## config.mk

```make
export PLATFORM = sky130hd
export DESIGN_NAME = alu_issue
export DESIGN_NICKNAME = d
export VERILOG_FILES = /design/src/rtl/alu_pkg.sv /design/src/rtl/alu_dec.sv /design/src/rtl/alu_issue.sv
export SDC_FILE = /design/constraint.sdc
export NUM_CORES = 1
export LEC_CHECK = 0
export CAP_MARGIN = 20
export CORE_ASPECT_RATIO = 0.75
export CORE_UTILIZATION = 42
export DETAILED_ROUTE_END_ITERATION = 16
export PLACE_DENSITY = 0.89
export SYNTH_ARGS = -nofsm -noshare
export SYNTH_HDL_FRONTEND = slang
export SYNTH_SLANG_ARGS = --single-unit
```

## constraint.sdc

```tcl
create_clock -name clk -period 2.5 [get_ports clk]
set_input_delay 0.25 -clock clk [delete_from_list [all_inputs] [get_ports clk]]
set_output_delay 0.25 -clock clk [all_outputs]
set_load 0.02 [all_outputs]
```

## src/rtl/alu_pkg.sv

```systemverilog
// Shared encodings for the single-issue ALU sequencer: ALU control codes,
// RV32I opcodes and funct7 values, FSM state encoding and operand helpers.
package alu_pkg;

    localparam logic [2:0] ALU_ADD = 3'b000;
    localparam logic [2:0] ALU_SUB = 3'b001;
    localparam logic [2:0] ALU_AND = 3'b010;
    localparam logic [2:0] ALU_OR  = 3'b011;
    localparam logic [2:0] ALU_XOR = 3'b100;
    localparam logic [2:0] ALU_SLL = 3'b101;
    localparam logic [2:0] ALU_SRL = 3'b110;
    localparam logic [2:0] ALU_SRA = 3'b111;

    localparam logic [6:0] OP_RTYPE = 7'b0110011;
    localparam logic [6:0] OP_ITYPE = 7'b0010011;

    localparam logic [6:0] F7_BASE = 7'b0000000;
    localparam logic [6:0] F7_ALT  = 7'b0100000;

    typedef enum logic [2:0] {
        S_IDLE   = 3'd0,
        S_DECODE = 3'd1,
        S_EXEC   = 3'd2,
        S_WB     = 3'd3,
        S_ERR    = 3'd4
    } state_e;

    function automatic logic [31:0] sext12(input logic [11:0] imm);
        return {{20{imm[11]}}, imm};
    endfunction

    function automatic logic [31:0] shamt_ext(input logic [4:0] amt);
        return {27'b0, amt};
    endfunction

endpackage

```

## src/rtl/alu_dec.sv

```systemverilog
// Combinational RV32I integer-ALU decoder: selects operands and ALU control
// for R-type and I-type arithmetic/logic/shift ops, flags anything else.
module alu_dec
    import alu_pkg::*;
(
    input  logic [31:0] instr,
    input  logic [31:0] rs1_data,
    input  logic [31:0] rs2_data,
    output logic [31:0] alu_a,
    output logic [31:0] alu_b,
    output logic [2:0]  alu_ctrl,
    output logic        illegal
);

    logic [6:0] opcode;
    logic [2:0] funct3;
    logic [6:0] funct7;
    logic       unused_fields;

    assign opcode = instr[6:0];
    assign funct3 = instr[14:12];
    assign funct7 = instr[31:25];
    // rd and rs1 fields are consumed by the sequencer, not the decoder
    assign unused_fields = ^instr[19:7];

    always_comb begin
        alu_a    = rs1_data;
        alu_b    = rs2_data;
        alu_ctrl = ALU_ADD;
        illegal  = 1'b0;
        case (opcode)
            OP_RTYPE: begin
                case (funct3)
                    3'b000: begin
                        if (funct7 == F7_BASE)     alu_ctrl = ALU_ADD;
                        else if (funct7 == F7_ALT) alu_ctrl = ALU_SUB;
                        else                       illegal  = 1'b1;
                    end
                    3'b111: begin
                        alu_ctrl = ALU_AND;
                        illegal  = (funct7 != F7_BASE);
                    end
                    3'b110: begin
                        alu_ctrl = ALU_OR;
                        illegal  = (funct7 != F7_BASE);
                    end
                    3'b100: begin
                        alu_ctrl = ALU_XOR;
                        illegal  = (funct7 != F7_BASE);
                    end
                    3'b001: begin
                        alu_ctrl = ALU_SLL;
                        alu_b    = shamt_ext(rs2_data[4:0]);
                        illegal  = (funct7 != F7_BASE);
                    end
                    3'b101: begin
                        alu_b = shamt_ext(rs2_data[4:0]);
                        if (funct7 == F7_BASE)     alu_ctrl = ALU_SRL;
                        else if (funct7 == F7_ALT) alu_ctrl = ALU_SRA;
                        else                       illegal  = 1'b1;
                    end
                    default: illegal = 1'b1;
                endcase
            end
            OP_ITYPE: begin
                alu_b = sext12(instr[31:20]);
                case (funct3)
                    3'b000: alu_ctrl = ALU_ADD;
                    3'b111: alu_ctrl = ALU_AND;
                    3'b110: alu_ctrl = ALU_OR;
                    3'b100: alu_ctrl = ALU_XOR;
                    3'b001: begin
                        alu_ctrl = ALU_SLL;
                        alu_b    = shamt_ext(instr[24:20]);
                        illegal  = (funct7 != F7_BASE);
                    end
                    3'b101: begin
                        alu_b = shamt_ext(instr[24:20]);
                        if (funct7 == F7_BASE)     alu_ctrl = ALU_SRL;
                        else if (funct7 == F7_ALT) alu_ctrl = ALU_SRA;
                        else                       illegal  = 1'b1;
                    end
                    default: illegal = 1'b1;
                endcase
            end
            default: illegal = 1'b1;
        endcase
    end

endmodule

```

## src/rtl/alu_issue.sv

```systemverilog
// Single-instruction issue sequencer around an external 32-bit ALU and
// register file: accept, decode, execute, write back, one at a time.
//
// state  | meaning
// IDLE   | ready for a new instruction
// DECODE | read registers, register ALU operands and control
// EXEC   | capture ALU result and destination
// WB     | one-cycle register write (suppressed for x0)
// ERR    | one-cycle illegal pulse, no write
module alu_issue
    import alu_pkg::*;
(
    input  logic        clk,
    input  logic        rst,
    input  logic        instr_valid,
    output logic        instr_ready,
    input  logic [31:0] instr,
    output logic [4:0]  rs1_addr,
    output logic [4:0]  rs2_addr,
    input  logic [31:0] rs1_data,
    input  logic [31:0] rs2_data,
    output logic [31:0] alu_a,
    output logic [31:0] alu_b,
    output logic [2:0]  alu_ctrl,
    input  logic [31:0] alu_result,
    output logic        rd_we,
    output logic [4:0]  rd_addr,
    output logic [31:0] rd_wdata,
    output logic        illegal,
    output logic        busy
);

    state_e      state;
    logic [31:0] instr_q;
    logic        rd_we_q;
    logic        illegal_q;

    logic [31:0] dec_a;
    logic [31:0] dec_b;
    logic [2:0]  dec_ctrl;
    logic        dec_illegal;

    alu_dec u_dec (
        .instr    (instr_q),
        .rs1_data (rs1_data),
        .rs2_data (rs2_data),
        .alu_a    (dec_a),
        .alu_b    (dec_b),
        .alu_ctrl (dec_ctrl),
        .illegal  (dec_illegal)
    );

    assign rs1_addr = instr_q[19:15];
    assign rs2_addr = instr_q[24:20];

    // Strobes are masked by rst so a reset asserted mid-cycle silences them at once
    assign instr_ready = (state == S_IDLE) && !rst;
    assign busy        = (state != S_IDLE) && !rst;
    assign rd_we       = rd_we_q && !rst;
    assign illegal     = illegal_q && !rst;

    always_ff @(posedge clk) begin
        if (rst) begin
            state     <= S_IDLE;
            instr_q   <= '0;
            alu_a     <= '0;
            alu_b     <= '0;
            alu_ctrl  <= ALU_ADD;
            rd_addr   <= '0;
            rd_wdata  <= '0;
            rd_we_q   <= 1'b0;
            illegal_q <= 1'b0;
        end else begin
            case (state)
                S_IDLE: begin
                    rd_we_q   <= 1'b0;
                    illegal_q <= 1'b0;
                    if (instr_valid) begin
                        instr_q <= instr;
                        state   <= S_DECODE;
                    end
                end
                S_DECODE: begin
                    if (dec_illegal) begin
                        illegal_q <= 1'b1;
                        state     <= S_ERR;
                    end else begin
                        alu_a    <= dec_a;
                        alu_b    <= dec_b;
                        alu_ctrl <= dec_ctrl;
                        state    <= S_EXEC;
                    end
                end
                S_EXEC: begin
                    rd_wdata <= alu_result;
                    rd_addr  <= instr_q[11:7];
                    rd_we_q  <= (instr_q[11:7] != 5'd0);
                    state    <= S_WB;
                end
                S_WB: begin
                    rd_we_q <= 1'b0;
                    state   <= S_IDLE;
                end
                S_ERR: begin
                    illegal_q <= 1'b0;
                    state     <= S_IDLE;
                end
                default: state <= S_IDLE;
            endcase
        end
    end

endmodule

```

### After elaboration in Yosys (flattened, before gate mapping)

Index checks and enable logic that the tools add are counted.

* register bits after elaboration: 141
* output and inout port bits: 118
* word-level logic and storage cells: 67

* equality and inequality tests: 14
* mux-type cells: 21
* bitwise logic cells: 1
* reduce and logical (&&, ||, !) cells: 22

Operators with widths (number)
* 2-to-1 mux 32 bit: 2
* one-hot mux 32 bit (2 select lines): 1
* one-hot mux 3 bit (6 select lines): 1
* == test 3 bit (second input constant): 5
* 2-to-1 mux 3 bit: 5
* one-hot mux 3 bit (5 select lines): 1
* == test 7 x 6 -> 1 bit (second input constant): 2
* one-hot mux 3 bit (3 select lines): 1
* one-hot mux 1 bit (2 select lines): 4
* OR reduction 2 bit: 4
* OR reduction 4 bit: 2
* == test 7 x 5 -> 1 bit (second input constant): 1
* zero test 7 bit: 1
* nonzero test 7 bit: 1
* == test 3 x 1 -> 1 bit (second input constant): 2
* == test 3 x 2 -> 1 bit (second input constant): 2
* zero test 3 bit: 2
* one-hot mux 3 bit (2 select lines): 1
* AND reduction 2 bit: 3
* nonzero test 5 bit: 1
* logical AND 1 bit: 4
* 2-to-1 mux 1 bit: 4
* != test 2 bit (second input constant): 2
* nonzero test 2 bit: 2
* other kinds (4): 4

### Depth between registers and ports, before layout

Gate-level depths: netlist of run 1.

* depth after elaboration: 7
* depth in mapped cells: 8
* mapped depth without buffers: 5

### By module

A second synthesis of run 1 with hierarchy kept.

* cell total of the unflattened synthesis: 755
* area total of the unflattened synthesis: 5748.0 sq um

By module, submodules not included
* alu_issue: instances 1, cells each 635, area an instance 5014.8 sq um
* alu_dec: instances 1, cells each 120, area an instance 733.2 sq um

### Least setup slack after synthesis of run 1

No wires, ideal clock.

* path type: reg-to-reg
* start: reg instr_q[14]
* end: reg alu_b[25]
* setup time: 146 ps
* data arrival time: 1728 ps
* slack: 626 ps
* stages on the path, launching flop included: 9
* path buffers: 3
* period minus slack after synthesis: 1874 ps
* path through: dfxtp_1 -> clkbuf_2 -> or3b_1 -> o2111a_2 -> o311a_1 -> buf_4 -> buf_4 -> nor2_1 -> a211oi_2

* word-level cells in the longest chain between the ends: 6

Ends and longest elaborated chain
* start: declaration: line alu_issue.sv:34 `logic [31:0] instr_q;`
* start signal: assignment: line alu_issue.sv:79 `instr_q <= instr;`
* == test 3 bit, or another cell as far along: line alu_dec.sv:33, alu_dec.sv:67
* OR reduction 4 bit (no source line) / OR reduction 2 bit (equally long branches)
* one-hot mux 1 bit (3 select lines) / one-hot mux 1 bit (2 select lines) (equally long branches): line alu_dec.sv:67, alu_dec.sv:33
* one-hot mux 1 bit (2 select lines): line alu_dec.sv:31 `case (opcode)`
* inverter 1 bit (no source line)
* AND reduction 2 bit (no source line)
* end signal: assignment: line alu_issue.sv:67 `alu_b <= '0;`
* end signal: assignment: line alu_issue.sv:89 `alu_b <= dec_b;`
* end: declaration: line alu_issue.sv:23 `output logic [31:0] alu_b,`

Parallel ways exist; a longest one is shown, timed or not.
A chain may end at the register's enable or synchronous reset.

### Final worst setup path of run 1

* start: reg instr_q[13]
* end: reg alu_a[29]

* word-level cells in the longest chain between the ends: 6

Ends and longest elaborated chain
* == test 3 bit, or another cell as far along: line alu_dec.sv:33, alu_dec.sv:67
* OR reduction 4 bit (no source line) / OR reduction 2 bit (equally long branches)
* one-hot mux 1 bit (3 select lines) / one-hot mux 1 bit (2 select lines) (equally long branches): line alu_dec.sv:67, alu_dec.sv:33
* one-hot mux 1 bit (2 select lines) (*): line alu_dec.sv:31
* inverter 1 bit (no source line) (*)
* AND reduction 2 bit (no source line) (*)
* end signal: assignment: line alu_issue.sv:66 `alu_a <= '0;`
* end signal: assignment: line alu_issue.sv:88 `alu_a <= dec_a;`
* end: declaration: line alu_issue.sv:22 `output logic [31:0] alu_a,`

Mark *: on every way between the ends. The rest lies on a longest branch, timed or not.

==> impl_metrics.sql, run 1 <==
INSERT INTO impl_metrics (metric_group, metric, value, unit) VALUES
('route', 'via_per_inst', '4.917', ''),
('synth', 'cell_count_after_synthesis', '677', ''),
('clocking', 'numClockSinks', '141', ''),
('synth', 'synthesis.area_per_instance', '8.315', 'sq um'),
('timing', 'final_hold_viol_count', '0', ''),
('die', 'rows', '36', ''),
('clocking', 'cts_root_buf', 'sky130_fd_sc_hd__clkbuf_16', ''),
('power_and_ir_drop', 'ir_worst_vdd', '0.4406', 'mV'),
('global_routing', 'grt.total_usage', '22.50', '%'),
('timing', 'skew', '0.01020', 'ns'),
('synth', 'ys_top_cells_by_area', 'sky130_fd_sc_hd__dfxtp_1 50%, sky130_fd_sc_hd__nand2_1 16%, sky130_fd_sc_hd__a21oi_1 8.6%, sky130_fd_sc_hd__a211oi_2 4.4%, sky130_fd_sc_hd__a21oi_2 3.3%', ''),
('timing', 'min_tclk_post_route', '2.162', 'ns'),
('worst_setup_path', 'crit_path_max_incr_delay', '0.51', 'ns'),
('clocking', 'clock_insertion_delay_at_the_later_pin_of_the_skew_report', '0.40', 'ns'),
('synth', 'synth.yosys.seq_area_share', '50.14', '%'),
('synth', 'yosys.cell_types.count', '42', ''),
('timing', 'rsz0062_at_grt', 'no', ''),
('worst_hold_path', 'min_path_type', 'input pin to register', ''),
('finish', 'num_antenna_cells', '0', ''),
('route', 'post_drt_wl_per_cell', '14.51', 'um'),
('synth', 'post_synthesis_sequential_element_count', '141', ''),
('die', 'die_area', '13870', 'sq um'),
('job', 'max_cap_violations', '0', ''),
('clocking', 'cts_setup_buffers', '0', ''),
('clocking', 'path_clk_slew', '0.06', 'ns'),
('timing', 'worst-slew-pin-transition', '0.6048', 'ns'),
('synth', 'yosysTopAreaCell', 'sky130_fd_sc_hd__dfxtp_1', ''),
('place', 'io_buffers', '248', ''),
('finish', 'postLayoutCellArea', '8728', 'sq um'),
('power_and_ir_drop', 'total_power', '5.156', 'mW'),
('timing', 'totalNegativeSetupSlack', '0', 'ns'),
('timing', 'max_freq', '462.4', 'MHz'),
('worst_setup_path', 'worstPathBufferInverterCount', '1', ''),
('route', 'postRouteWirelength', '15700', 'um'),
('global_routing', 'pin_count_of_the_biggest_net_entering_global_routing', '57', ''),
('synth', 'post_synth_and_or_nand_nor_area_fraction', '23.67', '%'),
('power_and_ir_drop', 'static-leakage-power', '2.974', 'nW'),
('die', 'num_io_pins', '249', ''),
('route', 'num_vias', '5320', ''),
('clocking', 'cts_tree', 'built', ''),
('synth', 'synth.mux.area_fraction', '1.000', '%'),
('synth', 'synth-adder-area-share', '0', '%'),
('clocking', 'cts.repair.resized', '0', ''),
('worst_setup_path', 'crit_path_slowest_cell', 'sky130_fd_sc_hd__o311ai_4', ''),
('synth', 'syn-cell-area', '5629', 'sq um'),
('die', 'die_x', '135.7', 'um'),
('worst_setup_path', 'cpLargestDelayFamily', 'compound AO/OA/AOI/OAI gates', ''),
('timing', 'max_slew_headroom', '59.68', '%'),
('finish', 'drive_above_1_share', '12.73', '%'),
('route', 'number_of_nets_with_antenna_violations_after_routing', '0', ''),
('synth', 'postSynthNetCount', '808', ''),
('synth', 'synth-compound-area-share', '19.67', '%'),
('finish', 'area_growth_syn_to_layout', '55.06', '%'),
('clocking', 'cts_max_level', '4', ''),
('clocking', 'cts_hold_buffers', '0', ''),
('route', 'drt_drc_violations_left', '0', ''),
('global_routing', 'first_global_vias', '5003', ''),
('global_routing', 'grt_antenna_before_repair', '0', ''),
('die', 'core_area', '13020', 'sq um'),
('clocking', 'cts_buffers', '17', ''),
('place', 'place.detailed.hpwl', '11010', 'um'),
('status', 'run_status', 'finished, final reports clean', ''),
('global_routing', 'global_route_wire_length_before_repair', '24570', 'um'),
('clocking', 'ctsLongestPathBuffers', '2', ''),
('worst_setup_path', 'critical_path.max_fanout', '42', ''),
('power_and_ir_drop', 'power.density_cell_area', '590.7', 'nW/um^2'),
('place', 'instance_area_at_placement', '8158', 'sq um'),
('worst_setup_path', 'cp-start-kind', 'register', ''),
('synth', 'async_reset_ff_share', '0', '%'),
('worst_setup_path', 'cp_data_arrival_time', '2.48', 'ns'),
('synth', 'synth_top_area_share', '50.14', '%');
==> cell families after synthesis <==
logic type | Yosys count
simple gates | 313
flops | 141
buf+inv | 59
mux | 5
compound gates | 159
==> sequential cells by signal, summed over array words and instances, names as in the netlist <==
| signal | flops |
|---|---|
| alu_a | 32 |
| alu_b | 32 |
| instr_q | 32 |
| rd_wdata | 32 |
| rd_addr | 5 |
| alu_ctrl | 3 |
| state | 3 |
| illegal_q | 1 |
| rd_we_q | 1 |
==> through the flow <==
stage          utilization [%]  setup WS [ns]  hold slack, ns  std cells
6_report                 67.05         0.3375          0.3244       1082
5_1_grt                  67.05         0.2174          0.3545       1082
4_1_cts                  67.05         0.3313          0.3276       1082
3_5_place_dp             62.67         0.3423          0.4436       1050
3_3_place_gp             62.67         0.4207          0.4371       1050
2_1_floorplan                -         0.6263          0.3860        677
==> path summary, 6_finish.rpt <==
check / start / end / cells after the start
worst min register to register: alu_a[16] / alu_a[16] / 2
worst max register to register: instr_q[13] / alu_a[29] / 6
worst max-delay path: instr_q[13] / alu_a[29] / 6
worst min-delay path: rst / alu_a[8] / 2
==> worst register-to-register path: stages (launching register included) <==
cell	delay, ns
sky130_fd_sc_hd__dfxtp_1	0.41
sky130_fd_sc_hd__and2b_1	0.26
sky130_fd_sc_hd__o2111a_2	0.32
sky130_fd_sc_hd__o311ai_4	0.51
sky130_fd_sc_hd__buf_12	0.31
sky130_fd_sc_hd__nand2_1	0.12
sky130_fd_sc_hd__a21oi_1	0.14
==> cells in the final DEF, fill, tap and decap left out, types with 2 or more instances in the layout <==
cell type and instances:
sky130_fd_sc_hd__nand2_2 20, sky130_fd_sc_hd__inv_6 2, sky130_fd_sc_hd__nor4_2 2, sky130_fd_sc_hd__nor3_1 4
sky130_fd_sc_hd__a21oi_2 21, sky130_fd_sc_hd__clkbuf_16 17, sky130_fd_sc_hd__o31ai_1 2, sky130_fd_sc_hd__clkbuf_8 2
sky130_fd_sc_hd__and3b_1 2, sky130_fd_sc_hd__clkdlybuf4s50_1 247, sky130_fd_sc_hd__nor2_1 29, sky130_fd_sc_hd__clkinvlp_4 4
sky130_fd_sc_hd__nand3_1 2, sky130_fd_sc_hd__and2_1 2, sky130_fd_sc_hd__nand2_1 233, sky130_fd_sc_hd__buf_4 9
sky130_fd_sc_hd__clkinv_4 3, sky130_fd_sc_hd__dfxtp_1 141, sky130_fd_sc_hd__a22o_1 6, sky130_fd_sc_hd__o21ai_0 4
sky130_fd_sc_hd__nand2b_1 5, sky130_fd_sc_hd__buf_12 4, sky130_fd_sc_hd__nand3b_1 2, sky130_fd_sc_hd__a211oi_2 20
sky130_fd_sc_hd__mux2_2 5, sky130_fd_sc_hd__clkinv_2 2, sky130_fd_sc_hd__a21oi_1 97, sky130_fd_sc_hd__nor2b_1 5
==> synthesized netlist by cell type (all sizes together), types with 2 or more instances <==
cell and n:
nand2 253, dfxtp 141, a21oi 118, clkbuf 35, nor2 29, buf 23, a211oi 21, a22o 6
mux2 5, nand2b 5, nor2b 5, nor3 4, o21ai 4, nor4 3, and2 2, and3b 2
nand3 2, nand3b 2, o31ai 2
==> power by group <==
| group | total, mW | switching [mW] | internal, mW |
|---|---|---|---|
| Sequential | 2.32 | 0.0330 | 2.28 |
| Clock | 2.40 | 0.969 | 1.43 |
| Combinational | 0.442 | 0.185 | 0.257 |
| Total | 5.16 | 1.19 | 3.97 |
==> metal layers <==
layer | vias up | global-route usage (%) | routed length [um]
li1 | 2669 | - | -
met1 | 2455 | 27.66 | 6765
met2 | 172 | 36.70 | 7483
met3 | 24 | 6.994 | 1166
met4 | 0 | 9.334 | 282
met5 | - | 0 | 0
==> layout make-up <==
type                    instances  area (sq um)
multi-input cells             477          2497
clock buffers                  20         456.7
inverters                       1         3.754
clock inverters                12         113.9
flip-flops and latches        141          2823
fillers                      1051          4289
well taps                     171         214.0
repair buffers                260          2620
(Power assumes the default switching activity.)
==> inputs of run 2 (changes only) <==
--- a/config.mk
+++ b/config.mk
@@ -9,6 +9,7 @@
 export CORE_ASPECT_RATIO = 0.75
 export CORE_UTILIZATION = 42
 export DETAILED_ROUTE_END_ITERATION = 16
+export GPL_ROUTABILITY_DRIVEN = 0
 export PLACE_DENSITY = 0.89
 export SYNTH_ARGS = -nofsm -noshare
 export SYNTH_HDL_FRONTEND = slang
==> constraint.sdc (replaced) <==
create_clock -name clk -period 2.45 [get_ports clk]
set_input_delay 0.245 -clock clk [delete_from_list [all_inputs] [get_ports clk]]
set_output_delay 0.245 -clock clk [all_outputs]
set_load 0.02 [all_outputs]
==> impl_metrics.sql, run 2 (same netlist as run 1, synthesis figures left out) <==
INSERT INTO impl_metrics (metric_group, metric, value, unit) VALUES
('worst_hold_path', 'min_path_type', 'input pin to register', ''),
('route', 'first_pass_iters', '5', ''),
('die', 'num_io_pins', '249', ''),
('worst_setup_path', 'critical_path.reg2reg.endpoint', 'alu_a[9]', ''),
('route', 'number_of_nets_with_antenna_violations_after_routing', '0', ''),
('route', 'postRouteWirelength', '15740', 'um'),
('status', 'run_status', 'finished, final reports clean', ''),
('die', 'die_x', '135.7', 'um'),
('timing', 'timing.final.setup_violations', '0', ''),
('worst_setup_path', 'r2r_setup_slack', '0.22', 'ns'),
('global_routing', 'grt_antenna_before_repair', '0', ''),
('power_and_ir_drop', 'total_power', '5.340', 'mW'),
('route', 'drt_drc_violations_left', '0', ''),
('power_and_ir_drop', 'ir_worst_vdd', '0.5806', 'mV'),
('power_and_ir_drop', 'power.density_cell_area', '610.5', 'nW/um^2'),
('global_routing', 'global_route_wire_length_before_repair', '24450', 'um'),
('job', 'max_cap_violations', '0', ''),
('global_routing', 'grt.total_usage', '22.54', '%'),
('finish', 'drive_above_1_share', '13.02', '%'),
('timing', 'drv_slew', '0', ''),
('die', 'die_height', '102.3', 'um'),
('finish', 'finalNetCount', '1034', ''),
('timing', 'totalNegativeSetupSlack', '0', 'ns'),
('timing', 'final_hold_viol_count', '0', ''),
('finish', 'layout.cells.most_common_list', '247 x sky130_fd_sc_hd__clkdlybuf4s50_1, 233 x sky130_fd_sc_hd__nand2_1, 141 x sky130_fd_sc_hd__dfxtp_1', ''),
('clocking', 'cts_max_level', '4', ''),
('route', 'post_drt_wl_per_cell', '14.50', 'um'),
('finish', 'layout.cells.most_common', 'sky130_fd_sc_hd__clkdlybuf4s50_1', ''),
('clocking', 'cts_root_buf', 'sky130_fd_sc_hd__clkbuf_16', ''),
('timing', 'rsz0062_at_grt', 'no', ''),
('finish', 'area_growth_syn_to_layout', '55.39', '%'),
('finish', 'layout.filler_cells', '1072', ''),
('die', 'initial_core_util', '43.24', '%'),
('worst_setup_path', 'crit_start', 'instr_q[13]', ''),
('finish', 'num_antenna_cells', '0', ''),
('timing', 'max_freq', '448.9', 'MHz'),
('route', 'num_vias', '5378', ''),
('power_and_ir_drop', 'static-leakage-power', '3.003', 'nW'),
('clocking', 'ctsLongestPathBuffers', '2', ''),
('clocking', 'cts_tree', 'built', ''),
('die', 'core_area', '13020', 'sq um'),
('clocking', 'path_clk_slew', '0.06', 'ns'),
('global_routing', 'grt_overflow', '0', ''),
('worst_setup_path', 'timing.critical_path.to_type', 'register', ''),
('worst_setup_path', 'cp_data_arrival_time', '2.56', 'ns'),
('finish', 'postLayoutCellArea', '8747', 'sq um'),
('timing', 'min_tclk_post_route', '2.228', 'ns'),
('route', 'via_per_inst', '4.957', ''),
('worst_setup_path', 'r2r_start', 'instr_q[13]', ''),
('route', 'dr.first_iter.drc_count', '213', ''),
('finish', 'fin_util', '67.20', '%'),
('worst_setup_path', 'cp-start-kind', 'register', ''),
('timing', 'worst-slew-pin-transition', '0.7461', 'ns'),
('global_routing', 'pin_count_of_the_biggest_net_entering_global_routing', '58', ''),
('timing', 'min_period_over_period', '90.93', '%'),
('die', 'die_area', '13870', 'sq um'),
('die', 'rows', '36', ''),
('place', 'place.detailed.hpwl', '11260', 'um'),
('clocking', 'cts_hold_buffers', '0', ''),
('worst_hold_path', 'min-delay-start', 'rst', ''),
('worst_setup_path', 'cp_data_required_time', '2.78', 'ns'),
('worst_setup_path', 'critical_path.max_fanout', '39', ''),
('clocking', 'clock_insertion_delay_at_the_later_pin_of_the_skew_report', '0.41', 'ns'),
('clocking', 'numClockSinks', '141', ''),
('worst_setup_path', 'reg2reg_depth', '7', ''),
('worst_setup_path', 'setup.worst_path.end', 'alu_a[9]', ''),
('timing', 'max_slew_headroom', '50.11', '%'),
('place', 'io_buffers', '248', ''),
('clocking', 'cts_buffers', '17', ''),
('timing', 'skew', '0.007692', 'ns'),
('place', 'instance_area_at_placement', '8158', 'sq um'),
('worst_setup_path', 'worst-setup-path-type', 'register to register', ''),
('global_routing', 'first_global_vias', '5099', '');
## run 2: where the power goes
group / switching, mW / internal, mW / total, mW / leakage, nW
sequential: 0.0330 / 2.33 / 2.36 / 1.14
clock: 0.942 / 1.58 / 2.52 / 0.285
combinational: 0.188 / 0.264 / 0.452 / 1.58
total: 1.16 / 4.18 / 5.34 / 3.00
## run 2: cell type report
type	instances	area [sq um]	share of cell area, %
multi-input cells	477	2505	28.64
inverters	1	3.754	0.04291
flip-flops and latches	141	2823	32.27
clock inverters	12	148.9	1.702
clock buffers	18	429.2	4.906
repair buffers	265	2624	30.00
well taps	171	214.0	2.446
## run 2: routing by layer
metal  GRT usage (%)  vias up  wire length, um
met2           37.28      179             7483
li1                -     2682                -
met4           8.902        0              270
met3           7.192       21             1129
met1           27.34     2496             6852
met5               0        -                0
## run 2: what timing repair did
item | 4_1_cts | 5_1_grt
endpoints found under the setup margin | 0 | 21
buffers inserted | 0 | 0
resized for setup | 0 | 2
## run 2: worst min-delay path by stage
stage,to,slack [ns],cells past startpoint
floorplan,instr_q[15],0.38,2
global placement,alu_a[14],0.44,2
detailed placement,alu_a[17],0.44,2
CTS,alu_a[3],0.33,2
global route,alu_a[3],0.34,2
finish,alu_a[3],0.33,2
## run 2: per-stage QoR
step / hold slack (ns) / setup WS, ns / instances
final: 0.3283 / 0.2221 / 1085
after global routing: 0.3382 / 0.04902 / 1085
after CTS: 0.3258 / 0.09483 / 1085
after detailed placement: 0.4438 / 0.1062 / 1055
after global placement: 0.4376 / 0.1472 / 1055
after floorplan: 0.3810 / 0.5763 / 677
## run 2: worst max-delay path: stages, from the launching register on
cell	delay (ns)
sky130_fd_sc_hd__dfxtp_1	0.41
sky130_fd_sc_hd__and2b_1	0.26
sky130_fd_sc_hd__o2111a_2	0.31
sky130_fd_sc_hd__o311ai_4	0.32
sky130_fd_sc_hd__buf_4	0.24
sky130_fd_sc_hd__buf_6	0.35
sky130_fd_sc_hd__nand2_1	0.11
sky130_fd_sc_hd__a21oi_1	0.15
==> inputs of run 3 (changes only) <==
--- a/config.mk
+++ b/config.mk
@@ -5,7 +5,6 @@
 export SDC_FILE = /design/constraint.sdc
 export NUM_CORES = 1
 export LEC_CHECK = 0
-export CAP_MARGIN = 20
 export CORE_ASPECT_RATIO = 0.75
 export CORE_UTILIZATION = 42
 export DETAILED_ROUTE_END_ITERATION = 16
==> results of run 3 <==
No change in the layout: final DEF, timing and power equal those of run 2.
